**config.mk**
```make
export PLATFORM = sky130hd
export DESIGN_NAME = execute_stage
export DESIGN_NICKNAME = d
export VERILOG_FILES = /design/src/rtl/rv_pkg.sv /design/src/rtl/alu.sv /design/src/rtl/execute_stage.sv
export SDC_FILE = /design/constraint.sdc
export NUM_CORES = 2
export LEC_CHECK = 0
export BUFFER_PORTS_ARGS = -buffer_cell sky130_fd_sc_hd__clkbuf_2
export CAP_MARGIN = 5
export CORE_MARGIN = 2
export CORE_UTILIZATION = 60
export DETAILED_ROUTE_END_ITERATION = 16
export GPL_ROUTABILITY_DRIVEN = 1
export PLACE_DENSITY_LB_ADDON = 0.15
export SLEW_MARGIN = 20
export SYNTH_ARGS = -nofsm -noshare
export SYNTH_HDL_FRONTEND = slang
export SYNTH_HIERARCHICAL = 1
export SYNTH_SLANG_ARGS = --single-unit
```
**constraint.sdc**
```tcl
create_clock -name i_clk -period 2 [get_ports i_clk]
set_input_delay 0.4 -clock i_clk [delete_from_list [all_inputs] [get_ports i_clk]]
set_output_delay 0.4 -clock i_clk [all_outputs]
set_load 0.01 [all_outputs]
```
**src/rtl/rv_pkg.sv**
```systemverilog
// Shared RV64 execute-stage types: ALU op encoding, funct3 codes and
// the internal ALU control enum.
package rv_pkg;

   typedef enum logic [1:0] {
      ALU_OP_ADD   = 2'b00,
      ALU_OP_SUB   = 2'b01,
      ALU_OP_FUNCT = 2'b10
   } alu_op_e;

   localparam logic [2:0] F3_ADD_SUB = 3'b000;
   localparam logic [2:0] F3_SLL     = 3'b001;
   localparam logic [2:0] F3_SLT     = 3'b010;
   localparam logic [2:0] F3_SLTU    = 3'b011;
   localparam logic [2:0] F3_XOR     = 3'b100;
   localparam logic [2:0] F3_SRL_SRA = 3'b101;
   localparam logic [2:0] F3_OR      = 3'b110;
   localparam logic [2:0] F3_AND     = 3'b111;

   localparam logic [6:0] OPC_BRANCH = 7'b1100011;

   typedef enum logic [3:0] {
      ALU_ADD,
      ALU_SUB,
      ALU_SLL,
      ALU_SLT,
      ALU_SLTU,
      ALU_XOR,
      ALU_SRL,
      ALU_SRA,
      ALU_OR,
      ALU_AND
   } alu_ctrl_e;

endpackage

```
**src/rtl/alu.sv**
```systemverilog
// Combinational integer ALU. Shift amounts use the low log2(XLEN) bits of b;
// zero flags an all-zero result (used for beq via subtraction).
module alu
   import rv_pkg::*;
#(
   parameter int XLEN = 64
) (
   input  alu_ctrl_e         i_ctrl,
   input  logic [XLEN-1:0]   i_a,
   input  logic [XLEN-1:0]   i_b,
   output logic [XLEN-1:0]   o_result,
   output logic              o_zero
);

   localparam int SHW = $clog2(XLEN);

   logic [SHW-1:0] shamt;
   assign shamt = i_b[SHW-1:0];

   // Operation select
   always_comb begin
      o_result = '0;
      case (i_ctrl)
         ALU_ADD:  o_result = i_a + i_b;
         ALU_SUB:  o_result = i_a - i_b;
         ALU_SLL:  o_result = i_a << shamt;
         ALU_SLT:  o_result = {{(XLEN-1){1'b0}}, ($signed(i_a) < $signed(i_b))};
         ALU_SLTU: o_result = {{(XLEN-1){1'b0}}, (i_a < i_b)};
         ALU_XOR:  o_result = i_a ^ i_b;
         ALU_SRL:  o_result = i_a >> shamt;
         ALU_SRA:  o_result = $signed(i_a) >>> shamt;
         ALU_OR:   o_result = i_a | i_b;
         ALU_AND:  o_result = i_a & i_b;
         default:  o_result = '0;
      endcase
   end

   assign o_zero = (o_result == '0);

endmodule

```
**src/rtl/execute_stage.sv**
```systemverilog
// RV64 execute stage: operand select, ALU, beq evaluation, branch target,
// and the EX/MEM pipeline register with a one-cycle redirect to fetch.
// Optional operand forwarding from EX/MEM and MEM/WB: RV_EX_FORWARDING_EN.
module execute_stage
   import rv_pkg::*;
#(
   parameter int              XLEN     = 64,
   parameter logic [XLEN-1:0] RESET_PC = '0
) (
   input  logic              i_clk,
   input  logic              i_rst_n,
   input  logic              i_stall,
   input  logic              i_flush,
   input  logic [31:0]       i_idex_instruction,
   input  logic [XLEN-1:0]   i_idex_rs1_value,
   input  logic [XLEN-1:0]   i_idex_rs2_value,
   input  logic [XLEN-1:0]   i_idex_immediate,
   input  logic [XLEN-1:0]   i_idex_pc,
   input  logic [1:0]        i_idex_alu_op,
   input  logic              i_idex_alu_src,
   input  logic              i_idex_branch,
   input  logic              i_idex_mem_write,
   input  logic              i_idex_mem_read,
   input  logic              i_idex_mem_to_reg,
   input  logic              i_idex_reg_write,
   input  logic [4:0]        i_memwb_rd,
   input  logic              i_memwb_reg_write,
   input  logic [XLEN-1:0]   i_memwb_value,
   output logic [XLEN-1:0]   o_exmem_alu_result,
   output logic [XLEN-1:0]   o_exmem_rs2_value,
   output logic [4:0]        o_exmem_rd,
   output logic [XLEN-1:0]   o_exmem_pc,
   output logic              o_exmem_mem_write,
   output logic              o_exmem_mem_read,
   output logic              o_exmem_mem_to_reg,
   output logic              o_exmem_reg_write,
   output logic              o_branch_taken,
   output logic [XLEN-1:0]   o_branch_target
);

   logic [4:0] rd_idx;
   logic [2:0] funct3;
   logic       funct7_b5;

   assign rd_idx    = i_idex_instruction[11:7];
   assign funct3    = i_idex_instruction[14:12];
   assign funct7_b5 = i_idex_instruction[30];

   logic [XLEN-1:0] alu_result_d, alu_result_q;
   logic [XLEN-1:0] rs2_value_d, rs2_value_q;
   logic [4:0]      rd_d, rd_q;
   logic [XLEN-1:0] pc_d, pc_q;
   logic            mem_write_d, mem_write_q;
   logic            mem_read_d, mem_read_q;
   logic            mem_to_reg_d, mem_to_reg_q;
   logic            reg_write_d, reg_write_q;
   logic            branch_taken_d, branch_taken_q;
   logic [XLEN-1:0] branch_target_d, branch_target_q;

   logic [XLEN-1:0] fwd_rs1, fwd_rs2;

`ifdef RV_EX_FORWARDING_EN
   logic [4:0] rs1_idx, rs2_idx;
   assign rs1_idx = i_idex_instruction[19:15];
   assign rs2_idx = i_idex_instruction[24:20];

   // EX/MEM result has priority over MEM/WB; x0 is never forwarded
   always_comb begin
      fwd_rs1 = i_idex_rs1_value;
      fwd_rs2 = i_idex_rs2_value;
      if (rs1_idx != 5'd0) begin
         if (reg_write_q && (rd_q == rs1_idx))
            fwd_rs1 = alu_result_q;
         else if (i_memwb_reg_write && (i_memwb_rd == rs1_idx))
            fwd_rs1 = i_memwb_value;
      end
      if (rs2_idx != 5'd0) begin
         if (reg_write_q && (rd_q == rs2_idx))
            fwd_rs2 = alu_result_q;
         else if (i_memwb_reg_write && (i_memwb_rd == rs2_idx))
            fwd_rs2 = i_memwb_value;
      end
   end

   logic unused_instr_bits;
   assign unused_instr_bits = ^{i_idex_instruction[31], i_idex_instruction[29:25],
                                i_idex_instruction[6:0]};
`else
   assign fwd_rs1 = i_idex_rs1_value;
   assign fwd_rs2 = i_idex_rs2_value;

   logic unused_instr_bits;
   assign unused_instr_bits = ^{i_idex_instruction[31], i_idex_instruction[29:15],
                                i_idex_instruction[6:0], i_memwb_rd,
                                i_memwb_reg_write, i_memwb_value};
`endif

   alu_ctrl_e       alu_ctrl;
   logic [XLEN-1:0] op_b;
   logic [XLEN-1:0] alu_result;
   logic            alu_zero;

   // A branch always runs rs1-rs2 through the ALU so beq can use the zero flag
   assign op_b = (i_idex_alu_src && !i_idex_branch) ? i_idex_immediate : fwd_rs2;

   // ALU control decode from alu_op and funct3/funct7[5]
   always_comb begin
      alu_ctrl = ALU_ADD;
      if (i_idex_branch) begin
         alu_ctrl = ALU_SUB;
      end else begin
         case (i_idex_alu_op)
            ALU_OP_SUB: alu_ctrl = ALU_SUB;
            ALU_OP_FUNCT: begin
               case (funct3)
                  F3_ADD_SUB: alu_ctrl = funct7_b5 ? ALU_SUB : ALU_ADD;
                  F3_SLL:     alu_ctrl = ALU_SLL;
                  F3_SLT:     alu_ctrl = ALU_SLT;
                  F3_SLTU:    alu_ctrl = ALU_SLTU;
                  F3_XOR:     alu_ctrl = ALU_XOR;
                  F3_SRL_SRA: alu_ctrl = funct7_b5 ? ALU_SRA : ALU_SRL;
                  F3_OR:      alu_ctrl = ALU_OR;
                  F3_AND:     alu_ctrl = ALU_AND;
                  default:    alu_ctrl = ALU_ADD;
               endcase
            end
            default: alu_ctrl = ALU_ADD;
         endcase
      end
   end

   alu #(.XLEN(XLEN)) u_alu (
      .i_ctrl   (alu_ctrl),
      .i_a      (fwd_rs1),
      .i_b      (op_b),
      .o_result (alu_result),
      .o_zero   (alu_zero)
   );

   // EX/MEM next state: flush beats stall, stall holds everything
   always_comb begin
      alu_result_d    = alu_result_q;
      rs2_value_d     = rs2_value_q;
      rd_d            = rd_q;
      pc_d            = pc_q;
      mem_write_d     = mem_write_q;
      mem_read_d      = mem_read_q;
      mem_to_reg_d    = mem_to_reg_q;
      reg_write_d     = reg_write_q;
      branch_taken_d  = branch_taken_q;
      branch_target_d = branch_target_q;
      if (i_flush) begin
         mem_write_d    = 1'b0;
         mem_read_d     = 1'b0;
         mem_to_reg_d   = 1'b0;
         reg_write_d    = 1'b0;
         branch_taken_d = 1'b0;
      end else if (!i_stall) begin
         alu_result_d    = alu_result;
         rs2_value_d     = fwd_rs2;
         rd_d            = rd_idx;
         pc_d            = i_idex_pc;
         mem_write_d     = i_idex_mem_write;
         mem_read_d      = i_idex_mem_read;
         mem_to_reg_d    = i_idex_mem_to_reg;
         reg_write_d     = i_idex_reg_write;
         branch_taken_d  = i_idex_branch & alu_zero;
         branch_target_d = i_idex_pc + i_idex_immediate;
      end
   end

   // EX/MEM pipeline register
   always_ff @(posedge i_clk or negedge i_rst_n) begin
      if (!i_rst_n) begin
         alu_result_q    <= '0;
         rs2_value_q     <= '0;
         rd_q            <= '0;
         pc_q            <= RESET_PC;
         mem_write_q     <= 1'b0;
         mem_read_q      <= 1'b0;
         mem_to_reg_q    <= 1'b0;
         reg_write_q     <= 1'b0;
         branch_taken_q  <= 1'b0;
         branch_target_q <= RESET_PC;
      end else begin
         alu_result_q    <= alu_result_d;
         rs2_value_q     <= rs2_value_d;
         rd_q            <= rd_d;
         pc_q            <= pc_d;
         mem_write_q     <= mem_write_d;
         mem_read_q      <= mem_read_d;
         mem_to_reg_q    <= mem_to_reg_d;
         reg_write_q     <= reg_write_d;
         branch_taken_q  <= branch_taken_d;
         branch_target_q <= branch_target_d;
      end
   end

   assign o_exmem_alu_result = alu_result_q;
   assign o_exmem_rs2_value  = rs2_value_q;
   assign o_exmem_rd         = rd_q;
   assign o_exmem_pc         = pc_q;
   assign o_exmem_mem_write  = mem_write_q;
   assign o_exmem_mem_read   = mem_read_q;
   assign o_exmem_mem_to_reg = mem_to_reg_q;
   assign o_exmem_reg_write  = reg_write_q;
   assign o_branch_taken     = branch_taken_q;
   assign o_branch_target    = branch_target_q;

endmodule

```
==> results of run 1 <==
[timing repair]
item,in CTS
cloned,8
hold endpoints to repair,42
buffers inserted,63
setup endpoints to repair,113
pin swaps,98
hold buffers,4
gates resized for setup,363
[logic make-up after synthesis]
| logic type | share of synthesized area [%] |
|---|---|
| DFF | 18.4 |
| muxes | 15.8 |
| adders and majority gates | 9.07 |
| buffers and inverters | 6.40 |
| and+or+nand+nor | 23.2 |
| AOI/OAI and AO/OA | 25.5 |
| xor gates and xnor gates | 1.69 |
[cell usage after synthesis, drive strengths merged, types with 56 or more instances]
cell and count:
nor4 64, mux2i 120, a21o 60, a21oi 343, a211oi 60, nor2 284, nand2 1025, o211ai 74
buf 88, inv 223, dfrtp 266, clkbuf 255, mux4 133, ha 258, mux2 134, nand3 83
o21ai 263, nand4 71, o31ai 56, nor3 76
[metrics by stage]
stage	setup TNS, ns	util, %	cell area, um2	setup slack [ns]
3_3_place_gp	-212.17	88.2	53000	-3.96
3_5_place_dp	-222.90	88.2	53000	-4.15
4_1_cts	-128.65	94.1	56500	-3.05
2_1_floorplan	-141.81	-	37800	-3.30
[layer usage]
layer,track usage (%),overflow
met3,85.5,186
met2,123,3131
met4,111,1042
met1,91.9,170
met5,69.0,44
==> summary.md, run 1 <==
| Metric | Value |
|---|---|
| First-pass GRT wire length | `a little under 500,000 um` |
| Synth Area per Inst | `around 7.6 um2` |
| Cell taking the most area after synthesis | `dfrtp_1` |
| Initial core utilization | `between 60% and 70%` |
| Vias in the first global route | `roughly 72,000` |
| Synth warn | `6` |
| CTS H-tree depth | `1` |
| Post-synth EDFFs | `0` |
| Gpl congestion | `~1.4` |
| HPWL after DPL | `roughly 180,000 um` |
| Number of library cell types mapped by synthesis | `116` |
| Sequential area share after synthesis | `around 18%` |
| Inst Count DP | `~7,500` |
| Top cells by area, synth | `dfrtp_1 18%, nand2_1 11%, ha_1 8.9%, mux4_2 8.3%, a21oi_1 4.7%` |
| Post-synth top area share | `approximately 18%` |
| GRT Total Usage | `101%` |
| Row cnt | `90` |
| Yosys reg bits | `between 200 and 300` |
| Total CTS buffers | `29` |
| Die height | `250 um` |
| Ports | `roughly 640` |
| Error | `[ERROR GRT-0116] Global routing finished with congestion. Check the congestion regions in the DRC Viewer.` |
| Total congestion overflow | `4,573` |
| Asr flop ratio synth | `between 90% and 100%` |
| Ys flop type | `dfrtp_1` |
| Width of the die | `approximately 250 um` |
| CTS Buffer Depth | `3` |
| Root buffer selected by CTS | `clkbuf_16` |
| Pin count of the biggest net entering global routing | `between 70 and 80` |
| Outcome | `aborted with a tool error` |
| Mapped Cells | `between 4,000 and 5,000` |
| Failed at | `global routing` |
| # port buffers | `around 540` |
| Synthesized cell area | `~36,000 um2` |
| Synthesized Nets | `~5,400` |
| Sinks on Clock Net | `between 200 and 300` |
==> run 2: changes to the inputs <==
Settings changed: CORE_UTILIZATION 60 to 40.
==> summary.md, run 2 <==
| Metric | Value |
|---|---|
| Number of library cell types mapped by synthesis | `around 120` |
| P&R area growth vs syn | `61.2%` |
| Fin crit period | `5.46 ns` |
| Post-synth EDFFs | `0` |
| Sequential area share after synthesis | `a little under a fifth` |
| Min-delay src | `i_idex_rs2_value[56]` |
| Most frequent cells in the layout | `1,888 x buf_4, 1,007 x nand2_1, 540 x clkbuf_2` |
| CP Capture Type | `flop` |
| Asr flop ratio synth | `between 90% and 100%` |
| Post-synth top area share | `roughly 18%` |
| Crit share post-route | `273%` |
| Cell taking the most area after synthesis | `dfrtp_1` |
| Fin. max-slew vios | `0` |
| Core ar. | `~90,000 um2` |
| Peak supply drop | `763 uV` |
| Crit Path Category | `in -> reg` |
| Origin of the critical flop-to-flop path | `o_branch_target[57]` |
| Layout cell share with drive strength beyond 1 | `a little under half` |
| Power Dens Cells | `602 nW/um2` |
| Ports | `around 640` |
| Layout Cell Area excl Fill | `~58,000 um2` |
| Total CTS buffers | `31` |
| Die ar. | `slightly above 90,000 um2` |
| Worst setup path startpoint | `i_idex_branch` |
| M1 GR Usage | `between 50% and 60%` |
| CTS Buffer Depth | `3` |
| Most common cell after layout, fill and taps aside | `buf_4` |
| Gpl congestion | `between 1 and 1.5` |
| Power share of the clock group | `approximately 18%` |
| Crit path largest cell delay | `~0.69 ns` |
| Top cells by area, synth | `dfrtp_1 18%, nand2_1 11%, ha_1 8.9%, mux4_2 8.3%, a21oi_1 4.7%` |
| CTS tree | `built` |
| First-pass GRT wire length | `between 300,000 and 400,000 um` |
| Fin. Hold Viols | `0` |
| Setup-failing EPs final | `between 100 and 150` |
| Switch Pwr | `~16 mW` |
| Total power | `between 30 and 40 mW` |
| Row cnt | `110` |
| Switch share | `~45%` |
| Die height | `305 um` |
| Outcome | `complete, but fails checks` |
| Initial drt markers | `roughly 7,000` |
| Ys flop type | `dfrtp_1` |
| Clock transition at path regs | `~0.070 ns` |
| Peak fanout along the critical path | `27` |
| Pre-antenna DRT Iters | `7` |
| Reg2Reg Depth | `3` |
| CP max stage cell | `or4b_2` |
| GRT Total Usage | `approximately half` |
| Worst skew pair latency | `slightly above 0.7 ns` |
| Via-per-instance ratio | `~6.2` |
| Unrepaired setup endpoints after global routing | `true` |
| Critical path required time | `between 2 and 3 ns` |
| Top cells by count, synth | `1,025 x nand2_1, 343 x a21oi_1, 284 x nor2_1` |
| Fillcell total | `a little under 8,000` |
| Crit path DAT | `between 6 and 7 ns` |
| # port buffers | `about 540` |
| Mapped Cells | `around 4,800` |
| Total of max-cap violations | `0` |
| Slew margin rel. | `between 20 and 25%` |
| LEAKAGE | `around 29 nW` |
| Skew final | `0 ns` |
| Initial antenna violation count | `19` |
| CTS H-tree depth | `1` |
| Nets@finish | `between 7,000 and 8,000` |
| M3 GR Usage | `13.9%` |
| Root buffer selected by CTS | `clkbuf_16` |
| Sinks on Clock Net | `approximately 270` |
| ANT nets after route | `0` |
| Synthesized Nets | `5,405` |
| Yosys reg bits | `about 270` |
| Min-delay worst type | `in -> reg` |
| Seq pwr share | `between 15 and 20%` |
| # DRC | `0` |
| Cell mode on critical path | `buf_4` |
| Total congestion overflow | `0` |
| Met2 GRT Util | `about three quarters` |
| HPWL after DPL | `203,000 um` |
| Synth Area per Inst | `7.59 um2` |
| WL final | `between 200,000 and 250,000 um` |
| Most Crowded Layer GR | `met2` |
| DR WL/cell | `between 20 and 30 um` |
| Post-DP Area | `55,200 um2` |
| Cell internal pwr | `between 15 and 20 mW` |
| Pin count of the biggest net entering global routing | `90` |
| Reg-to-Reg End | `o_branch_target[57]` |
| Fmax | `~180 MHz` |
| DR vias | `51,400` |
| Synth warn | `6` |
| Slew @ Worst Pin | `1.16 ns` |
| Worst Hold Path Cells | `4` |
| Reg2Reg Setup Slack | `~0.95 ns` |
| Vias in the first global route | `a little under 50,000` |
| Width of the die | `approximately 310 um` |
| Combinational Power Share | `a little over three fifths` |
| Slack of the critical path | `-3.46 ns` |
| Failing checks | `setup timing` |
| Synthesized cell area | `roughly 36,000 um2` |
| Initial core utilization | `40.3%` |
| Worst-case hold path end point | `o_exmem_rs2_value[56]` |
| Most frequent cell after synthesis | `nand2_1` |
| Startpoint type of the worst setup path | `input port` |
==> run 2: cell counts after synthesis <==
Identical to the previous run, type by type.
==> run 2: cell families (layout without fill, tap and decap cells) <==
kind of cell / count (synthesis) / in the layout / share of synthesized area [%]
buf+inv: 568 / 2831 / 6.40
simple gates: 1863 / 1863 / 23.2
fa+ha+maj: 261 / 261 / 9.07
compound gates: 1359 / 1359 / 25.5
flops: 266 / 266 / 18.4
mux: 387 / 389 / 15.8
other cells: 0 / 19 / 0
xor+xnor: 70 / 70 / 1.69
==> run 2: how the worst max path moves through the flow <==
stage / depth (start not counted) / endpoint / slack [ns]
3_3_place_gp: 26 / o_branch_taken / -4.34
6_report: 25 / o_branch_taken / -3.46
3_5_place_dp: 26 / o_branch_taken / -4.29
2_1_floorplan: 26 / o_branch_taken / -3.30
5_1_grt: 25 / o_branch_taken / -3.51
4_1_cts: 27 / o_branch_taken / -3.23
==> run 2: area by class of cell <==
cell class	instances	area, um2	share of cell area [%]
Antenna cell	19	47.5	0.0814
Tap cell	1176	1470	2.52
Timing Repair Buffer	2549	18700	31.9
Clock buffer	46	922	1.58
Inverter	225	872	1.49
Multi-Input combinational cell	3942	29600	50.7
Sequential cell	266	6660	11.4
Clock inverter	11	151	0.259
==> run 2: per-layer routing <==
layer  up-vias  share of wire (%)
met3      1119                 11
met5         -              0.028
met1     24400                 36
li1      22100                  -
met2      3788                 42
met4        10                 11
==> run 2: power by group through the flow <==
| stage | clock (mW) | sequential [mW] | combinational, mW |
|---|---|---|---|
| floorplan | 0 | 7.31 | 8.44 |
| global placement | 0 | 6.93 | 20.0 |
| detailed placement | 0 | 6.96 | 20.2 |
| CTS | 6.29 | 6.89 | 20.8 |
| global route | 6.46 | 7.00 | 22.7 |
| finish | 6.23 | 6.92 | 22.0 |
==> run 2: worst max-delay path: cells and delay by family <==
kind / cells / cell delay (ns)
multiplexers: 3 / 1.05
buffers and inverters: 7 / 1.32
AND/OR/NAND/NOR: 11 / 2.35
AO/OA/AOI/OAI: 4 / 0.87
==> run 2: repair_timing <==
action / in CTS / in global routing
buffers inserted: 18 / 10
pin swaps: 44 / 29
resized for setup: 180 / 122
setup endpoints to repair: 113 / 117
gates cloned: 2 / 0
hold buffers: 39 / 0
hold endpoints to repair: 239 / 0
==> run 2: per-stage QoR <==
step / utilization, % / hold WS (ns) / setup WS, ns / TNS [ns] / instances
finish: 65.0 / 0.0127 / -3.46 / -140.30 / 8234
global route: 65.0 / 0.0320 / -3.51 / -147.67 / 8226
CTS: 64.3 / 0.000591 / -3.23 / -128.60 / 8205
detailed placement: 61.4 / 0.267 / -4.29 / -239.74 / 8089
global placement: 61.4 / 0.262 / -4.34 / -251.58 / 8089
floorplan: - / 0.104 / -3.30 / -141.81 / 4774
No activity file was read; power rests on OpenSTA's default activity.
